--- config.mk ---
export PLATFORM = sky130hd
export DESIGN_NAME = mips_mc_ctrl
export DESIGN_NICKNAME = d
export VERILOG_FILES = /design/src/rtl/mips_mc_ctrl.sv
export SDC_FILE = /design/constraint.sdc
export NUM_CORES = 1
export LEC_CHECK = 0
export CAP_MARGIN = 15
export CORE_AREA = 2 2 46 48
export CTS_BUF_LIST = sky130_fd_sc_hd__clkbuf_8 sky130_fd_sc_hd__clkbuf_16
export CTS_CLUSTER_DIAMETER = 50
export DETAILED_ROUTE_END_ITERATION = 8
export DIE_AREA = 0 0 48 50
export GPL_TIMING_DRIVEN = 1
export PLACE_DENSITY = 0.84
export SYNTH_ARGS = -nofsm -noshare
export SYNTH_HDL_FRONTEND = slang
export SYNTH_SLANG_ARGS = --single-unit
export TNS_END_PERCENT = 20
--- constraint.sdc ---
create_clock -name CLK -period 3.5 [get_ports CLK]
set_input_delay 0.7 -clock CLK [delete_from_list [all_inputs] [get_ports CLK]]
set_output_delay 0.7 -clock CLK [all_outputs]
set_load 0.02 [all_outputs]
--- src/rtl/mips_mc_ctrl.sv ---
// Multi-cycle MIPS control unit: IF/ID/EX/MEM/WB sequencer with HALT.
// Supports R-form, LW, SW, BEQ, J and ADDI, and flags every other opcode as
// illegal. Define MIPS_MC_PERF_EN to add the CYC_CNT/RET_CNT performance
// counters. Without that macro the ports and counters are absent and the
// controller behaves the same way.
module mips_mc_ctrl (
   input  logic        CLK,
   input  logic        RST,
   input  logic [5:0]  OP,
   input  logic [5:0]  FUNCT,
   input  logic        ZERO,
   input  logic        MEM_ACK,
   input  logic        HALT_REQ,
   output logic        PC_WE,
   output logic        IR_WE,
   output logic        RF_WE,
   output logic        MEM_REQ,
   output logic        MEM_WE,
   output logic        RETIRE,
   output logic        ILLEGAL,
   output logic [1:0]  ALU_OP,
   output logic [1:0]  ALU_SRC_B,
   output logic [1:0]  PC_SRC,
   output logic [2:0]  STATE
`ifdef MIPS_MC_PERF_EN
   ,
   output logic [31:0] CYC_CNT,
   output logic [31:0] RET_CNT
`endif
);

   // The STATE encoding is visible on the port, so the values are pinned.
   typedef enum logic [2:0] {
      S_IF   = 3'd0,
      S_ID   = 3'd1,
      S_EX   = 3'd2,
      S_MEM  = 3'd3,
      S_WB   = 3'd4,
      S_HALT = 3'd5
   } state_t;

   localparam logic [5:0] OPC_R    = 6'b000000;
   localparam logic [5:0] OPC_LW   = 6'b100011;
   localparam logic [5:0] OPC_SW   = 6'b101011;
   localparam logic [5:0] OPC_BEQ  = 6'b000100;
   localparam logic [5:0] OPC_J    = 6'b000010;
   localparam logic [5:0] OPC_ADDI = 6'b001000;

   localparam logic [1:0] ALU_ADD   = 2'b00;
   localparam logic [1:0] ALU_SUB   = 2'b01;
   localparam logic [1:0] ALU_FUNCT = 2'b10;

   localparam logic [1:0] SRCB_REG  = 2'b00;
   localparam logic [1:0] SRCB_FOUR = 2'b01;
   localparam logic [1:0] SRCB_IMM  = 2'b10;

   localparam logic [1:0] PCS_ALU    = 2'b00;
   localparam logic [1:0] PCS_BRANCH = 2'b01;
   localparam logic [1:0] PCS_JUMP   = 2'b10;

   state_t      state_reg;
   state_t      state_next;
   state_t      retire_target;
   logic [5:0]  op_reg;
   logic [5:0]  funct_reg;
   logic        if_first_reg;
   logic        halt_pend_reg;
   logic        halt_now;

   // Ungated control values. The port values are these with reset applied.
   logic        pc_we_int;
   logic        ir_we_int;
   logic        rf_we_int;
   logic        mem_req_int;
   logic        mem_we_int;
   logic        retire_int;
   logic        illegal_int;
   logic [1:0]  alu_op_int;
   logic [1:0]  alu_src_b_int;
   logic [1:0]  pc_src_int;

   // The datapath's ALU decoder reads FUNCT. The controller holds it for the
   // rest of the instruction, but no sequencing decision depends on it.
   logic [5:0]  unused_funct;
   assign unused_funct = funct_reg;

   // A halt request counts when it is present now or was seen earlier in
   // the current instruction. Both cases stop the next fetch.
   assign halt_now      = HALT_REQ | halt_pend_reg;
   assign retire_target = halt_now ? S_HALT : S_IF;

   // State register, opcode latch, first-cycle-of-IF flag and pending-halt latch.
   always_ff @(posedge CLK) begin
      if (RST) begin
         state_reg     <= S_IF;
         op_reg        <= '0;
         funct_reg     <= '0;
         if_first_reg  <= 1'b1;
         halt_pend_reg <= 1'b0;
      end else begin
         state_reg <= state_next;
         if (state_reg == S_ID) begin
            op_reg    <= OP;
            funct_reg <= FUNCT;
         end
         if_first_reg  <= (state_next == S_IF) && (state_reg != S_IF);
         halt_pend_reg <= halt_pend_reg | HALT_REQ;
      end
   end

   // Next-state logic and raw strobes for each state.
   always_comb begin
      state_next    = state_reg;
      pc_we_int     = 1'b0;
      ir_we_int     = 1'b0;
      rf_we_int     = 1'b0;
      mem_req_int   = 1'b0;
      mem_we_int    = 1'b0;
      retire_int    = 1'b0;
      illegal_int   = 1'b0;
      alu_op_int    = ALU_ADD;
      alu_src_b_int = SRCB_REG;
      pc_src_int    = PCS_ALU;

      case (state_reg)
         S_IF: begin
            // Normally the previous instruction's exit has already
            // redirected a halt. This branch handles a request that is
            // already present on the first cycle after reset.
            if (if_first_reg && halt_now) begin
               state_next = S_HALT;
            end else begin
               mem_req_int   = 1'b1;
               alu_src_b_int = SRCB_FOUR;
               if (MEM_ACK) begin
                  ir_we_int  = 1'b1;
                  pc_we_int  = 1'b1;
                  pc_src_int = PCS_ALU;
                  state_next = S_ID;
               end
            end
         end

         S_ID: begin
            state_next = S_EX;
         end

         S_EX: begin
            case (op_reg)
               OPC_R: begin
                  alu_op_int    = ALU_FUNCT;
                  alu_src_b_int = SRCB_REG;
                  state_next    = S_WB;
               end
               OPC_ADDI: begin
                  alu_op_int    = ALU_ADD;
                  alu_src_b_int = SRCB_IMM;
                  state_next    = S_WB;
               end
               OPC_LW, OPC_SW: begin
                  alu_op_int    = ALU_ADD;
                  alu_src_b_int = SRCB_IMM;
                  state_next    = S_MEM;
               end
               OPC_BEQ: begin
                  alu_op_int = ALU_SUB;
                  pc_src_int = PCS_BRANCH;
                  pc_we_int  = ZERO;
                  retire_int = 1'b1;
                  state_next = retire_target;
               end
               OPC_J: begin
                  pc_src_int = PCS_JUMP;
                  pc_we_int  = 1'b1;
                  retire_int = 1'b1;
                  state_next = retire_target;
               end
               default: begin
                  illegal_int = 1'b1;
                  retire_int  = 1'b1;
                  state_next  = retire_target;
               end
            endcase
         end

         S_MEM: begin
            mem_req_int = 1'b1;
            mem_we_int  = (op_reg == OPC_SW);
            if (MEM_ACK) begin
               if (op_reg == OPC_SW) begin
                  retire_int = 1'b1;
                  state_next = retire_target;
               end else begin
                  state_next = S_WB;
               end
            end
         end

         S_WB: begin
            rf_we_int  = 1'b1;
            retire_int = 1'b1;
            state_next = retire_target;
         end

         S_HALT: begin
            state_next = S_HALT;
         end

         default: begin
            state_next = S_IF;
         end
      endcase
   end

   // Hold every output quiet during a reset cycle so that a pending memory
   // request is dropped immediately.
   always_comb begin
      PC_WE     = pc_we_int     & ~RST;
      IR_WE     = ir_we_int     & ~RST;
      RF_WE     = rf_we_int     & ~RST;
      MEM_REQ   = mem_req_int   & ~RST;
      MEM_WE    = mem_we_int    & ~RST;
      RETIRE    = retire_int    & ~RST;
      ILLEGAL   = illegal_int   & ~RST;
      ALU_OP    = RST ? 2'b00 : alu_op_int;
      ALU_SRC_B = RST ? 2'b00 : alu_src_b_int;
      PC_SRC    = RST ? 2'b00 : pc_src_int;
   end

   assign STATE = state_reg;

`ifdef MIPS_MC_PERF_EN
   logic [31:0] cyc_cnt_reg;
   logic [31:0] ret_cnt_reg;

   // Free-running cycle and retirement counters. Both wrap naturally at 2^32.
   always_ff @(posedge CLK) begin
      if (RST) begin
         cyc_cnt_reg <= '0;
         ret_cnt_reg <= '0;
      end else begin
         if (state_reg != S_HALT) begin
            cyc_cnt_reg <= cyc_cnt_reg + 32'd1;
         end
         if (retire_int) begin
            ret_cnt_reg <= ret_cnt_reg + 32'd1;
         end
      end
   end

   assign CYC_CNT = cyc_cnt_reg;
   assign RET_CNT = ret_cnt_reg;
`endif

endmodule

# --- After elaboration in Yosys (flattened, before gate mapping) ---
# Index checks and enable logic that the tools add are counted.
classes:
  muxes: 32
  eq_ne: 10
  n_bitwise: 9
  reduce_logical: 11
op_table:
  columns: ["op", "count"]
  rows:
  - ["$pmux W3 S6", 1]
  - ["$mux W3", 5]
  - ["$eq A6 B6 Y1 const B", 2]
  - ["$mux W1", 12]
  - ["$mux W2", 6]
  - ["$pmux W2 S2", 3]
  - ["$and A1 B1 Y1", 7]
  - ["$eq A3 B2 Y1 const B", 2]
  - ["$eq A3 B3 Y1 const B", 2]
  - ["$eq A6 B2 Y1 const B", 1]
  - ["$eq A6 B3 Y1 const B", 1]
  - ["$eq A6 B4 Y1 const B", 1]
  - ["$logic_not A3 Y1", 2]
  - ["$logic_not A6 Y1", 1]
  - ["$pmux W1 S2", 3]
  - ["$pmux W3 S2", 1]
  - ["$reduce_or A6 Y1", 1]
  - ["$reduce_or A2 Y1", 2]
  - ["$reduce_or A4 Y1", 1]
  - ["$eq A3 B1 Y1 const B", 1]
  - ["$pmux W1 S3", 1]
  - ["$reduce_bool A3 Y1", 1]
  - ["$reduce_or A3 Y1", 1]
  - ["$logic_and A1 B1 Y1", 2]
  - ["other kinds (2)", 2]
totals:
  reg_bits: 11
  wordCells: 66
  in_bits: 17

# --- Logic depth before layout (Yosys ltp) ---
# Gate-level depths: netlist of the first run.
logic_depth:
  ltp_word: 7
  depth_mapped: 6
  depth_no_buf: 4

# --- Least setup slack after synthesis of the first run ---
# Ideal clock, no wire load.
synth_timing:
  path_type: "input-to-output"
  startpoint: "in HALT_REQ"
  endpoint: "out PC_WE"
  setup_slack_ns: 1.049
  t_arrival_ns: 1.751
  path_stages: 4
  path_buffers: 0
  cell_sequence: "o21a_1 nor4_1 a32oi_1 nor4_1"
synth_via:
  elab_chain_len: 5
synth_rtl:
  columns: ["item", "line", "rtl"]
  rows:
  - ["start: declaration", "13", "input logic HALT_REQ,"]
  - ["$or A1 B1 Y1", "89", "assign halt_now = HALT_REQ | halt_pend_reg;"]
  - ["$logic_and A1 B1 Y1", "130", "if (if_first_reg && halt_now) begin"]
  - ["$mux W1", "130", null]
  - ["$pmux W1 S2", "125", "case (state_reg)"]
  - ["$and A1 B1 Y1", "218", "PC_WE = pc_we_int & ~RST;"]
  - ["end: declaration", "14", "output logic PC_WE,"]
# No other way between the ends.

# --- Final worst setup path of the first run ---
layout_timing:
  startpoint: "in HALT_REQ"
  endpoint: "out IR_WE"
layout_via:
  elab_chain_len: 5
layout_rtl:
  columns: ["item", "line", "rtl"]
  rows:
  - ["$or A1 B1 Y1", "89", null]
  - ["$logic_and A1 B1 Y1", "130", null]
  - ["$mux W1", "130", null]
  - ["$mux W1", "125", null]
  - ["$and A1 B1 Y1", "219", "IR_WE = ir_we_int & ~RST;"]
  - ["end: declaration", "15", "output logic IR_WE,"]
# No other way between the ends.

==> impl_metrics.yaml, run 1 <==
die:
  core-area_um2: 1900
  initial_core_util: 0.438
  fp.dieW_um: 48
  rows: 16
  dieArea_um2: 2400
  ios: 33
  die-height_um: 50
hold_path:
  min_from: "halt_pend_reg"
  hold_depth: 2
  hold_path_class: "register to register"
  hold_end: "halt_pend_reg"
sta:
  skew_ns: 0.00492
  slew_headroom: 0.700
  finalHoldViolCount: 0
  holdWs_ns: 0.533
  timing.final.crit_share: 0.947
  maxSlewViolCount: 0
  min_period_ns: 3.32
  rsz0062_at_grt: "no"
  worstMarginPinSlew_ns: 0.450
  setup_tns_ns: 0
  fmax_mhz: 302
  setup_viol: 0
clock_tree:
  cts-root-buf: "clkbuf_8"
  clock_latency_ns: 0.24
  hold_buffers: 0
  htreeDepth: 1
  cts_buffers: 3
  cts_tree: "yes"
  cts_buffer_depth: 2
  post_cts_buffers: 0
  cts_num_sinks: 11
  path_clk_slew_ns: 0.05
  ctsResizeCount: 0
layout:
  layout-drive-gt1-share: 0.116
  seqCellArea_um2: 220
  largest_register_ffs: 6
  final_nets: 147
  fin_util: 0.603
  fin_area_um2: 1150
  multi_input_area_um2: 558
  n_antenna_cell: 0
  area_growth_pct: 37.7
  fillers: 167
logic_synthesis:
  yosysMostFrequentCell: "nor2_1"
  synth_top_cells_by_count: "nor2_1, dfxtp_1, nand2_1, mux2i_1, buf_2"
  yosys_warnings: 0
  synth_largest_area_cell: "dfxtp_1"
  seq_area_frac_synth: 0.264
  netlist_area_um2: 833
  synthesis.nets: 121
  synth_area_leaders: "dfxtp_1, mux2i_1, nor2_1, nand2_1, buf_2"
  yosys_register_bits: 11
  synth-main-ff-cell: "dfxtp_1"
  postSynthAreaPerCell_um2: 8.01
  synth_top_cell_area_share: 0.264
  synth-edff-count: 0
  synthCells: 104
  async_reset_ff_frac: 0
  synth.distinct_cells: 47
worst_setup_path:
  critPathCaptureType: "primary output"
  crit_chain: "clkdlybuf4s50_1 -> o21a_1 -> or4_4 -> nor2_4 -> and2_1 -> clkdlybuf4s50_1"
  critical-path-max-stage-delay_ns: 0.59
  start_kind: "primary input"
  timing.rr.start: "STATE[0]"
  cp_max_fo: 3
  cpMostUsedCell: "clkdlybuf4s50_1"
  r2r_end: "op_reg[5]"
  regToRegSetupSlack_ns: 1.89
  crit_required_ns: 2.80
  critPathArrivalTime_ns: 2.62
  slowest_stage: "clkdlybuf4s50_1"
  rr_worst_depth: 4
  path_class: "primary input to primary output"
drt:
  routedWlPerCell_um: 12.3
  initialDrtViolationCount: 24
  vias: 837
  first_pass_iters: 4
  ant_nets: 0
  drc: 0
  drt_wl_total_um: 1920
  drt-vias-per-instance: 5.37
place:
  placed_cell_area_um2: 1100
  hpwl_um: 1520
  gp_congestion: 0.963
  portBuffers: 26
power_and_ir_drop:
  cellPowerDensity_nw_per_um2: 470
  vdd_drop_max_mv: 0.271
  power_leakage_nw: 0.422
  finalPower_w: 0.000539
grt:
  grt.total_usage: 0.184
  grt_pass1_wl_um: 3180
  antenna_found_initial: 0
  gr-total-overflow: 0
  grt_pass1_vias: 729
  grt_max_degree: 16
flow_run:
  maxCapViolations: 0
status:
  status: "finished, final reports clean"
## power by group
group	leakage, nW	internal, W	switching, W	total [W]
registers	0.0906	0.000146	0.0000471	0.000193
logic	0.304	0.000114	0.000108	0.000222
clock network	0.0269	0.0000769	0.0000471	0.000124
## critical path: cells and delay by family
kind | cells | cell delay (ns)
AO/OA/AOI/OAI | 1 | 0.23
buffers and inverters | 2 | 1.03
AND/OR/NAND/NOR | 3 | 0.65
## how the worst max path moves through the flow
| stage | slack, ns | startpoint | endpoint |
|---|---|---|---|
| after floorplan | 1.05 | HALT_REQ | PC_WE |
| after global placement | 0.19 | HALT_REQ | IR_WE |
| after detailed placement | 0.17 | HALT_REQ | IR_WE |
| after CTS | 0.17 | HALT_REQ | IR_WE |
| after global routing | 0.1 | HALT_REQ | IR_WE |
| final | 0.18 | HALT_REQ | IR_WE |
## placed cells by master (no fill, tap or decap), types with 2 or more instances in the layout
cell type,netlist,layout
and3_1,2,2
nor4_2,2,2
nor2_1,13,13
inv_1,1,2
o21ai_0,4,4
clkdlybuf4s50_1,0,26
o21ai_1,2,2
and2b_1,2,2
a31oi_1,3,3
nand2b_1,3,3
buf_4,1,3
nor3b_1,2,2
nor3_1,4,4
nand3b_1,2,2
and2_1,2,2
clkbuf_8,0,3
nand2_1,7,7
or3_1,2,2
a21oi_1,2,2
dfxtp_1,11,11
nor4_1,2,2
mux2i_1,6,6
## area by class of cell
cell class / instances / share of cell area
Multi-Input combinational cell: 83 / 0.486
Inverter: 2 / 0.00654
Clock buffer: 3 / 0.0360
Timing Repair Buffer: 29 / 0.246
Sequential cell: 11 / 0.192
Clock inverter: 1 / 0.00327
Tap cell: 27 / 0.0294
## metal layers
layer	track usage	part of all wire	up-vias
met5	0	0	-
li1	-	-	427
met2	0.284	0.48	28
met1	0.233	0.44	375
met3	0.0440	0.054	7
met4	0.0856	0.028	0
## metrics by stage
stage          worst slack, ns  std cells
5_1_grt                 0.0976        156
6_report                 0.184        156
2_1_floorplan             1.05        104
4_1_cts                  0.173        156
3_5_place_dp             0.173        152
3_3_place_gp             0.188        152
## cells by family after synthesis
group	after synthesis	synth area share
simple gates	53	0.398
compound gates	23	0.189
flops	11	0.264
buf+inv	10	0.0661
mux	6	0.0721
xor+xnor	1	0.0105
Power figures use the tool's default switching activity.
==> inputs of run 2 (changes only) <==
- CORE_AREA: 2 2 46 48 -> 2 2 48 50
- DIE_AREA: 0 0 48 50 -> 0 0 50 52
- PLACE_DENSITY: 0.84 -> 0.78
- clock period: 3.5 -> 3.4 ns (I/O delays scaled with it)
==> impl_metrics.yaml, run 2 (synthesis results as in run 1) <==
drt:
  routedWlPerCell_um: 12.8
  drc: 0
  drt-vias-per-instance: 5.44
  vias: 849
  drt_wl_total_um: 1990
  first_pass_iters: 4
  ant_nets: 0
  initialDrtViolationCount: 30
layout:
  layout-drive-gt1-share: 0.109
  area_growth_pct: 36.9
  n_antenna_cell: 0
  largest_register_ffs: 6
  fin_area_um2: 1140
  most-common-layout-cells: "clkdlybuf4s50_1, nor2_1, dfxtp_1"
  layout_commonest_cell: "clkdlybuf4s50_1"
  final_nets: 146
grt:
  gr-total-overflow: 0
  grt_pass1_vias: 803
  antenna_found_initial: 0
  grt_pass1_wl_um: 3410
  grt.total_usage: 0.166
  grt_max_degree: 16
hold_path:
  min_from: "halt_pend_reg"
  hold_end: "halt_pend_reg"
  hold_depth: 2
  hold_path_class: "register to register"
clock_tree:
  ctsResizeCount: 0
  hold_buffers: 0
  htreeDepth: 1
  post_cts_buffers: 0
  clock_latency_ns: 0.23
  cts_buffers: 3
  cts-root-buf: "clkbuf_8"
  cts_num_sinks: 11
  cts_tree: "yes"
  cts_buffer_depth: 2
  path_clk_slew_ns: 0.05
place:
  hpwl_um: 1530
  gp_congestion: 0.945
  portBuffers: 26
  placed_cell_area_um2: 1100
sta:
  finalHoldViolCount: 0
  setup_tns_ns: 0
  rsz0062_at_grt: "no"
  min_period_ns: 3.28
  timing.final.crit_share: 0.966
  worstMarginPinSlew_ns: 0.457
  setup_viol: 0
  skew_ns: 0.00328
  fmax_mhz: 305
  slew_headroom: 0.695
  maxSlewViolCount: 0
worst_setup_path:
  path_class: "primary input to primary output"
  crit_chain: "clkdlybuf4s50_1 -> o21a_1 -> or4_4 -> nor2_4 -> and2_1 -> clkdlybuf4s50_1"
  timing.rr.start: "STATE[0]"
  critPathArrivalTime_ns: 2.60
  cp_max_fo: 3
  crit_required_ns: 2.72
  path_delay_family: "buffers and inverters"
  rr_worst_depth: 4
  critical-path-max-stage-delay_ns: 0.59
  worst-path-buf-inv: 2
  regToRegSetupSlack_ns: 1.77
  slowest_stage: "clkdlybuf4s50_1"
  cpMostUsedCell: "clkdlybuf4s50_1"
  start_kind: "primary input"
  critPathCaptureType: "primary output"
  r2r_end: "op_reg[2]"
die:
  fp.dieW_um: 50
  initial_core_util: 0.396
  rows: 17
  die-height_um: 52
  ios: 33
  dieArea_um2: 2600
  core-area_um2: 2110
power_and_ir_drop:
  cellPowerDensity_nw_per_um2: 483
  vdd_drop_max_mv: 0.399
  power_leakage_nw: 0.417
  finalPower_w: 0.000551
status:
  status: "finished, final reports clean"
flow_run:
  maxCapViolations: 0
[run 2: cell types whose count changed in the layout (fill, tap and decap cells not counted), sizes merged]
cell  previous run  this run
buf              3         2
[run 2: worst reg2reg max path: stages (launching register included)]
cell and delay, ns:
dfxtp_1 0.60, and2b_1 0.27, and2_1 0.35, mux2i_1 0.24, nor2_1 0.05
[run 2: area by class of cell]
type / count / area, um2
fillers: 198 / 965
multi-input cells: 83 / 558
repair buffers: 28 / 275
flip-flops and latches: 11 / 220
clock buffers: 3 / 41.3
well taps: 28 / 35.0
inverters: 2 / 7.51
clock inverters: 1 / 3.75
[run 2: metrics by stage]
step           cells  hold slack [ns]   util  worst slack, ns
6_report         156            0.543  0.542            0.117
2_1_floorplan    104            0.484      -            0.989
4_1_cts          156            0.541  0.542            0.112
3_3_place_gp     152            0.510  0.520            0.127
3_5_place_dp     152            0.527  0.520            0.113
5_1_grt          156            0.558  0.542           0.0577
[run 2: per-layer routing]
metal / up-vias / share of wire / global-route usage
met5: - / 0 / 0
met4: 0 / 0 / 0.0278
met3: 0 / 0.051 / 0.0460
met2: 29 / 0.51 / 0.303
met1: 394 / 0.44 / 0.195
li1: 426 / - / -
[run 2: how the worst max path moves through the flow]
stage                  start  endpoint  slack [ns]  cells past startpoint
floorplan           HALT_REQ     PC_WE        0.99                      4
global placement    HALT_REQ     IR_WE        0.13                      6
detailed placement  HALT_REQ     IR_WE        0.11                      6
CTS                 HALT_REQ     IR_WE        0.11                      6
global route        HALT_REQ     IR_WE        0.06                      6
finish              HALT_REQ     IR_WE        0.12                      6
[run 2: where the power goes]
| group | switching [W] | internal, W |
|---|---|---|
| combinational | 0.000111 | 0.000116 |
| sequential | 0.0000496 | 0.000150 |
| clock | 0.0000446 | 0.0000789 |
| total | 0.000205 | 0.000345 |
==> inputs of run 3 (changes only) <==
==> constraint.sdc (replaced) <==
create_clock -name CLK -period 3.4 [get_ports CLK]
set_input_delay 0.51 -clock CLK [delete_from_list [all_inputs] [get_ports CLK]]
set_output_delay 0.51 -clock CLK [all_outputs]
set_load 0.02 [all_outputs]
==> impl_metrics.yaml, run 3 (synthesis results as in run 1) <==
power_and_ir_drop:
  combPwrFrac: 0.410
  switching_share: 0.374
  power_leakage_nw: 0.412
  p_int_w: 0.000345
  finalPower_w: 0.000550
  p_seq_frac: 0.363
  net-switching-power_w: 0.000206
  vdd_drop_max_mv: 0.285
  cellPowerDensity_nw_per_um2: 485
  clock_power_share: 0.226
worst_setup_path:
  critPathArrivalTime_ns: 2.43
  startpoint: "HALT_REQ"
  start_kind: "primary input"
  critPathCaptureType: "primary output"
  crit_required_ns: 2.89
  slowest_stage: "clkdlybuf4s50_1"
  rr_worst_depth: 4
  critical-path-max-stage-delay_ns: 0.59
  crit_chain: "clkdlybuf4s50_1 -> o21a_1 -> or4_4 -> nor2_4 -> and2_1 -> clkdlybuf4s50_1"
  regToRegSetupSlack_ns: 1.78
  r2r_end: "op_reg[2]"
  path_class: "primary input to primary output"
  cp_max_fo: 3
  worst-path-buf-inv: 2
  path_delay_family: "buffers and inverters"
  cpMostUsedCell: "clkdlybuf4s50_1"
  timing.rr.start: "STATE[0]"
die:
  fp.dieW_um: 50
  dieArea_um2: 2600
  rows: 17
  die-height_um: 52
  ios: 33
  initial_core_util: 0.396
  core-area_um2: 2110
clock_tree:
  ctsResizeCount: 0
  cts_buffers: 3
  cts_tree: "yes"
  cts_num_sinks: 11
  cts_buffer_depth: 2
  path_clk_slew_ns: 0.05
  htreeDepth: 1
  hold_buffers: 0
  cts-root-buf: "clkbuf_8"
  clock_latency_ns: 0.23
  post_cts_buffers: 0
layout:
  largest_register_ffs: 6
  n_antenna_cell: 0
  fillers: 198
  most-common-layout-cells: "clkdlybuf4s50_1, nor2_1, dfxtp_1"
  layout_commonest_cell: "clkdlybuf4s50_1"
  final_nets: 145
  area_growth_pct: 36.0
  fin_util: 0.538
  seqCellArea_um2: 220
  multi_input_area_um2: 558
  layout-drive-gt1-share: 0.102
hold_path:
  hold_depth: 2
  min_from: "halt_pend_reg"
  hold_path_class: "register to register"
  hold_end: "halt_pend_reg"
grt:
  antenna_found_initial: 0
  grt_pass1_vias: 750
  grt.total_usage: 0.162
  gr-total-overflow: 0
  grt_max_degree: 16
  grt_pass1_wl_um: 3260
drt:
  drc: 0
  first_pass_iters: 5
  vias: 856
  drt_wl_total_um: 1910
  initialDrtViolationCount: 6
  drt-vias-per-instance: 5.52
  routedWlPerCell_um: 12.3
  ant_nets: 0
sta:
  fmax_mhz: 340
  holdWs_ns: 0.534
  min_period_ns: 2.94
  timing.final.crit_share: 0.864
  finalHoldViolCount: 0
  worstMarginPinSlew_ns: 0.452
  rsz0062_at_grt: "no"
  maxSlewViolCount: 0
  skew_ns: 0.00189
  slew_headroom: 0.698
  setup_ws_ns: 0.461
  setup_viol: 0
  setup_tns_ns: 0
place:
  gp_congestion: 0.922
  portBuffers: 26
  dp_slack_ns: 0.454
  hpwl_um: 1500
flow_run:
  maxCapViolations: 0
status:
  status: "finished, final reports clean"
[run 3: cell count changes in the layout (fill, tap and decap cells not counted), sizes merged]
cell,previous run,this run
buf,2,1
[run 3: area by class of cell]
class / count / share of cell area
repair buffers: 27 / 0.236
flip-flops and latches: 11 / 0.194
multi-input cells: 83 / 0.492
well taps: 28 / 0.0309
clock buffers: 3 / 0.0364
clock inverters: 1 / 0.00331
inverters: 2 / 0.00662
[run 3: routing by layer]
| layer | track usage | up-vias | part of all wire |
|---|---|---|---|
| li1 | - | 425 | - |
| met3 | 0.0546 | 0 | 0.067 |
| met2 | 0.265 | 34 | 0.49 |
| met1 | 0.206 | 397 | 0.44 |
| met5 | 0 | - | 0 |
| met4 | 0.0324 | 0 | 0 |
[run 3: worst min-delay path: stages, from the launching register on]
cell and delay, ns:
dfxtp_1 0.34, nor2_1 0.08, nor2_1 0.08
[run 3: stage by stage]
stage / std cells / instance area (um2)
floorplan: 104 / 833
global placement: 151 / 1090
detailed placement: 151 / 1090
CTS: 155 / 1130
global route: 155 / 1130
finish: 155 / 1130
[run 3: power by group through the flow]
stage | logic [W] | clock network, W | registers, W
after detailed placement | 0.000227 | 0 | 0.000201
after global placement | 0.000221 | 0 | 0.000198
after CTS | 0.000228 | 0.000130 | 0.000198
final | 0.000226 | 0.000125 | 0.000200
after floorplan | 0.000184 | 0 | 0.000177
after global routing | 0.000248 | 0.000137 | 0.000206
[run 3: worst max path at each step]
stage	cells after the start	to	slack (ns)
finish	6	IR_WE	0.46
floorplan	4	PC_WE	1.33
global placement	6	IR_WE	0.47
CTS	6	IR_WE	0.45
global route	6	IR_WE	0.39
detailed placement	6	IR_WE	0.45
